<file path="config.mk">
export PLATFORM = sky130hd
export DESIGN_NAME = oam_dma_flat
export DESIGN_NICKNAME = d
export VERILOG_FILES = /design/src/rtl/nes_pkg.sv /design/src/rtl/oam_dma_if.sv /design/src/rtl/oam_dma.sv /design/src/flat_wrapper.sv
export SDC_FILE = /design/constraint.sdc
export NUM_CORES = 1
export LEC_CHECK = 0
export CAP_MARGIN = 25
export CORE_UTILIZATION = 48
export CTS_BUF_LIST = sky130_fd_sc_hd__clkbuf_2
export CTS_CLUSTER_DIAMETER = 50
export DETAILED_ROUTE_END_ITERATION = 16
export MAX_ROUTING_LAYER = met4
export PLACE_DENSITY = 0.88
export SETUP_SLACK_MARGIN = 0.4
export SLEW_MARGIN = 20
export SYNTH_ARGS = -nofsm -noshare
export SYNTH_HDL_FRONTEND = slang
export SYNTH_SLANG_ARGS = --single-unit
export TNS_END_PERCENT = 1
</file>
<file path="constraint.sdc">
create_clock -name m_clk -period 4.25 [get_ports m_clk]
set_clock_uncertainty 0.2 [all_clocks]
set_input_delay 0.6375 -clock m_clk [delete_from_list [all_inputs] [get_ports m_clk]]
set_output_delay 0.6375 -clock m_clk [all_outputs]
set_load 0.03 [all_outputs]
</file>
<file path="src/rtl/nes_pkg.sv">
// Shared NES system constants and the OAM DMA state encoding.
// Imported by every block that decodes CPU addresses or talks to the DMA engine.
package nes_pkg;

    localparam logic [15:0] DMA_TRIG_ADDR = 16'h4014;
    localparam logic [15:0] OAMDATA_ADDR  = 16'h2004;
    localparam logic [7:0]  DMA_LAST_IDX  = 8'hFF;

    typedef enum logic [2:0] {
        ST_IDLE  = 3'd0,
        ST_HALT  = 3'd1,
        ST_ALIGN = 3'd2,
        ST_READ  = 3'd3,
        ST_WRITE = 3'd4
    } dma_state_t;

    function automatic logic is_dma_trigger(input logic ce, input logic wr, input logic [15:0] addr);
        return ce & wr & (addr == DMA_TRIG_ADDR);
    endfunction

endpackage

</file>
<file path="src/rtl/oam_dma_if.sv">
// CPU-side strobe inputs and DMA bus outputs of the OAM DMA engine.
// master = the DMA engine, slave = the CPU/system-bus side that feeds it.
interface oam_dma_if;
    import nes_pkg::*;

    logic        cpu_ce;
    logic        cpu_wr;
    logic [15:0] cpu_addr;
    logic [7:0]  cpu_wdata;
    logic [7:0]  bus_rdata;
    logic        cpu_halt;
    logic [15:0] dma_addr;
    logic        dma_rd;
    logic        dma_wr;
    logic [7:0]  dma_wdata;
    logic        busy;

    modport master (
        input  cpu_ce, cpu_wr, cpu_addr, cpu_wdata, bus_rdata,
        output cpu_halt, dma_addr, dma_rd, dma_wr, dma_wdata, busy
    );

    modport slave (
        output cpu_ce, cpu_wr, cpu_addr, cpu_wdata, bus_rdata,
        input  cpu_halt, dma_addr, dma_rd, dma_wr, dma_wdata, busy
    );

endinterface

</file>
<file path="src/rtl/oam_dma.sv">
// OAM DMA: copies one 256-byte CPU page to OAMDATA, one byte per get/put CPU-cycle pair.
// Latency: 513 CPU cycles from HALT to IDLE, 514 when an ALIGN cycle is needed.
// Backpressure: none accepted; the CPU is held via cpu_halt while the engine owns the bus.
module oam_dma
    import nes_pkg::*;
(
    input  logic      m_clk,
    input  logic      rst,
    oam_dma_if.master port
);

    dma_state_t state_q, state_d;
    logic       parity_q, parity_d;
    logic [7:0] page_q, page_d;
    logic [7:0] idx_q, idx_d;
    logic [7:0] data_q, data_d;

    always_ff @(posedge m_clk) begin
        if (rst) begin
            state_q  <= ST_IDLE;
            parity_q <= 1'b0;
            page_q   <= 8'h00;
            idx_q    <= 8'h00;
            data_q   <= 8'h00;
        end else begin
            state_q  <= state_d;
            parity_q <= parity_d;
            page_q   <= page_d;
            idx_q    <= idx_d;
            data_q   <= data_d;
        end
    end

    // Every transition is gated by cpu_ce, so the engine advances exactly once per CPU cycle.
    always_comb begin
        state_d  = state_q;
        parity_d = parity_q ^ port.cpu_ce;
        page_d   = page_q;
        idx_d    = idx_q;
        data_d   = data_q;

        unique case (state_q)
            ST_IDLE: begin
                if (is_dma_trigger(port.cpu_ce, port.cpu_wr, port.cpu_addr)) begin
                    page_d  = port.cpu_wdata;
                    idx_d   = 8'h00;
                    state_d = ST_HALT;
                end
            end
            ST_HALT: begin
                // Reads must land on a get cycle; a put-phase HALT costs one extra cycle.
                if (port.cpu_ce) begin
                    state_d = parity_q ? ST_ALIGN : ST_READ;
                end
            end
            ST_ALIGN: begin
                if (port.cpu_ce) begin
                    state_d = ST_READ;
                end
            end
            ST_READ: begin
                if (port.cpu_ce) begin
                    data_d  = port.bus_rdata;
                    state_d = ST_WRITE;
                end
            end
            ST_WRITE: begin
                if (port.cpu_ce) begin
                    if (idx_q == DMA_LAST_IDX) begin
                        state_d = ST_IDLE;
                    end else begin
                        idx_d   = idx_q + 8'd1;
                        state_d = ST_READ;
                    end
                end
            end
            default: begin
                state_d = ST_IDLE;
            end
        endcase
    end

    always_comb begin
        port.cpu_halt  = (state_q != ST_IDLE);
        port.busy      = (state_q != ST_IDLE);
        port.dma_addr  = 16'h0000;
        port.dma_rd    = 1'b0;
        port.dma_wr    = 1'b0;
        port.dma_wdata = 8'h00;

        case (state_q)
            ST_READ: begin
                port.dma_addr = {page_q, idx_q};
                port.dma_rd   = 1'b1;
            end
            ST_WRITE: begin
                port.dma_addr  = OAMDATA_ADDR;
                port.dma_wr    = 1'b1;
                port.dma_wdata = data_q;
            end
            default: begin
                port.dma_addr = 16'h0000;
            end
        endcase
    end

endmodule

</file>
<file path="src/flat_wrapper.sv">
// flat-port wrapper written by rule: the top's interface ports become plain ports
module oam_dma_flat import nes_pkg::*;
  (m_clk, rst, port_cpu_ce, port_cpu_wr, port_cpu_addr, port_cpu_wdata, port_bus_rdata, port_cpu_halt, port_dma_addr, port_dma_rd, port_dma_wr, port_dma_wdata, port_busy);
  oam_dma_if port_i ();
  input  logic m_clk;
  input  logic rst;
  input wire logic [$bits(port_i.cpu_ce)-1:0] port_cpu_ce;
  input wire logic [$bits(port_i.cpu_wr)-1:0] port_cpu_wr;
  input wire logic [$bits(port_i.cpu_addr)-1:0] port_cpu_addr;
  input wire logic [$bits(port_i.cpu_wdata)-1:0] port_cpu_wdata;
  input wire logic [$bits(port_i.bus_rdata)-1:0] port_bus_rdata;
  output wire logic [$bits(port_i.cpu_halt)-1:0] port_cpu_halt;
  output wire logic [$bits(port_i.dma_addr)-1:0] port_dma_addr;
  output wire logic [$bits(port_i.dma_rd)-1:0] port_dma_rd;
  output wire logic [$bits(port_i.dma_wr)-1:0] port_dma_wr;
  output wire logic [$bits(port_i.dma_wdata)-1:0] port_dma_wdata;
  output wire logic [$bits(port_i.busy)-1:0] port_busy;
  assign port_i.cpu_ce = port_cpu_ce;
  assign port_i.cpu_wr = port_cpu_wr;
  assign port_i.cpu_addr = port_cpu_addr;
  assign port_i.cpu_wdata = port_cpu_wdata;
  assign port_i.bus_rdata = port_bus_rdata;
  assign port_cpu_halt = port_i.cpu_halt;
  assign port_dma_addr = port_i.dma_addr;
  assign port_dma_rd = port_i.dma_rd;
  assign port_dma_wr = port_i.dma_wr;
  assign port_dma_wdata = port_i.dma_wdata;
  assign port_busy = port_i.busy;
  oam_dma u_core (.m_clk(m_clk), .rst(rst), .port(port_i));
endmodule
</file>
==> impl_metrics.toml <==
[sta]
setup_slack_ps = 1000
fin_crit_sh_pct = 76.4
setup_viol = 0
fin_tns_setup_ps = 0
final.min_clock_period_ps = 3250
tightest_slew_ps = 580
drv_slew = 0
slew_headroom_pct = 61.3
finalHoldViolCount = 0
rsz0062_at_grt = "false"
max_freq_mhz = 308

[cts]
clkSinkCount = 28
cts_resized = 0
cts_hold_buffers = 0
root_buffer = "clkbuf_2"
cts_buffer_depth = 2
clk_latency_ps = 380
htree_levels = 1
cts-buffers-inserted = 3
cts_tree = "yes"
path_clk_slew_ps = 280
cts_setup_buffers = 0

[run]
maxCapViolCount = 0

[drt]
vias_per_cell = 5.39
wl_met1_mm = 1.72
vias = 1531
drt_iter0_markers = 47
top_layer = "met4"
first_pass_iters = 4
wl_per_cell_um = 13.5
postRouteWirelength_mm = 3.82
drt_drc_violations_left = 0
ant_nets = 0
wl_met3_um = 143
met2RoutedLength_mm = 1.93

[placed_design]
dp_slack_ps = 1490
place_area_mm2 = 0.00220
dpl.hpwl_mm = 2.78
portBuffers = 63
gp_congestion = 0.779
dp_cells = 280

[critical_path]
cp.arrival_ps = 2410
r2r_cells = 5
r2r_end = "u_core.idx_q[2]"
cp_max_fo = 19
end_kind = "output pin"
cp_data_required_time_ps = 3410
critPathKind = "register to output pin"
regToRegSetupSlack_ps = 2270
r2r_start = "u_core.idx_q[0]"
start_kind = "register"

[grt]
grt_usage_pct = 24.9
grt_max_degree = 22
grt_first_pass_wirelength_mm = 6.52
antenna_found_initial = 0
grt_pass1_vias = 1427
overflow = 0

[cells_and_area]
n_antenna_cell = 0
fillers = 243
seqCellArea_um2 = 561
drive_gt1_share_pct = 10.0
finalNetCount = 278
multi_input_area_um2 = 932
design_area_mm2 = 0.00224
fin_cells = 284
area.growth.synth_to_final_pct = 43.6

[floorplanning]
coreArea_mm2 = 0.00308
die_width_um = 59.1
die_h_um = 59.1
dieArea_mm2 = 0.00349
ioPinCount = 64
initial_core_util_pct = 50.8
num_rows = 20

[synthesis]
synth-seq-cells = 28
post-synth-top-count-cell = "dfxtp_1"
synthTopCellsByCount = "dfxtp_1, nand2_1, and2_1"
syn_avg_cell_area_um2 = 8.54
synth_area_leaders = "dfxtp_1, and2_1, a21oi_1"
synth-async-reset-ratio_pct = 0
synth_seq_area_share_pct = 35.9
synthCells = 183
synth-edff-count = 0
syn_area_mm2 = 0.00156
synth_cell_types = 46
synth_top_area_share_pct = 35.9
syn_nets = 220
synth_area_leader_cell = "dfxtp_1"
ys.flop_type = "dfxtp_1"
yosys_warnings = 0

[hold_path]
min_to = "u_core.data_q[2]"
hold_class = "register to register"
hold_depth = 2
worstHoldStart = "u_core.data_q[2]"

[power_and_ir_drop]
power_per_cell_area_mw_per_mm2 = 214
worst_ir_drop_vdd_uv = 200
p_leak_nw = 0.785
total_power_w = 0.000480

[run_status]
status = "complete, no violations"
final cells by class:
cell class	count	share of cell area, %
Multi-Input combinational cell	142	41.6
Timing Repair Buffer	64	28.4
Sequential cell	28	25.0
Tap cell	44	2.45
Clock inverter	1	1.34
Clock buffer	3	0.669
Inverter	2	0.558
layout by cell type, fill, tap and decap left out, types with 2 or more instances in the layout:
cell             instances
or2b_1                   2
dfxtp_1                 28
and2_1                  23
o21ai_0                 14
and3b_1                  2
a41oi_1                  2
a21oi_1                 21
nand2b_1                 4
clkdlybuf4s50_1         63
clkbuf_2                 3
nor2_1                   4
nand3_1                 10
a311oi_2                 5
nand2_1                 26
cell families (layout without fill, tap and decap cells):
| logic type | Yosys count | in the layout | synth area share, % |
|---|---|---|---|
| AOI/OAI and AO/OA | 52 | 52 | 23.2 |
| xor gates and xnor gates | 2 | 2 | 1.12 |
| adders and majority gates | 1 | 1 | 0.801 |
| buffers and inverters | 13 | 70 | 4.48 |
| DFF | 28 | 28 | 35.9 |
| muxes | 1 | 1 | 0.641 |
| and+or+nand+nor | 86 | 86 | 33.9 |
critical path: stages, from the launching register on:
cell	delay [ps]
dfxtp_1	530
and3b_1	580
and2_1	220
clkdlybuf4s50_1	690
power by group:
group | internal [W] | total [W] | switching (W)
logic | 0.0000331 | 0.0000478 | 0.0000147
clock network | 0.0000808 | 0.000167 | 0.0000858
registers | 0.000265 | 0.000265 | 0.000000647
per-layer routing:
layer	global-route usage (%)	up-vias
li1	-	768
met1	30.3	724
met2	42.5	35
met3	5.02	4
met4	5.78	0
met5	-	-
flip-flops by register name, indices dropped and copies added, names as in the netlist:
| name | flops |
|---|---|
| u_core.page_q | 8 |
| u_core.parity_q | 1 |
| u_core.idx_q | 8 |
| u_core.state_q | 3 |
| u_core.data_q | 8 |
through the flow:
| step | hold WS (ps) | util [%] |
|---|---|---|
| floorplan | 232 | - |
| global route | 284 | 72.9 |
| detailed placement | 244 | 71.4 |
| global placement | 237 | 71.4 |
| finish | 270 | 72.9 |
| CTS | 271 | 72.9 |
how the worst max path moves through the flow:
stage | slack (ps) | end | from | cells past startpoint
2_1_floorplan | 1950 | port_dma_wdata[0] | u_core.state_q[1] | 5
3_3_place_gp | 1520 | port_dma_addr[6] | u_core.state_q[0] | 3
3_5_place_dp | 1490 | port_dma_addr[13] | u_core.state_q[0] | 4
4_1_cts | 1010 | port_dma_addr[13] | u_core.state_q[0] | 4
5_1_grt | 840 | port_dma_addr[13] | u_core.state_q[0] | 4
6_report | 1000 | port_dma_addr[14] | u_core.state_q[0] | 3
Note: power is estimated with default switching activity, not from simulation.
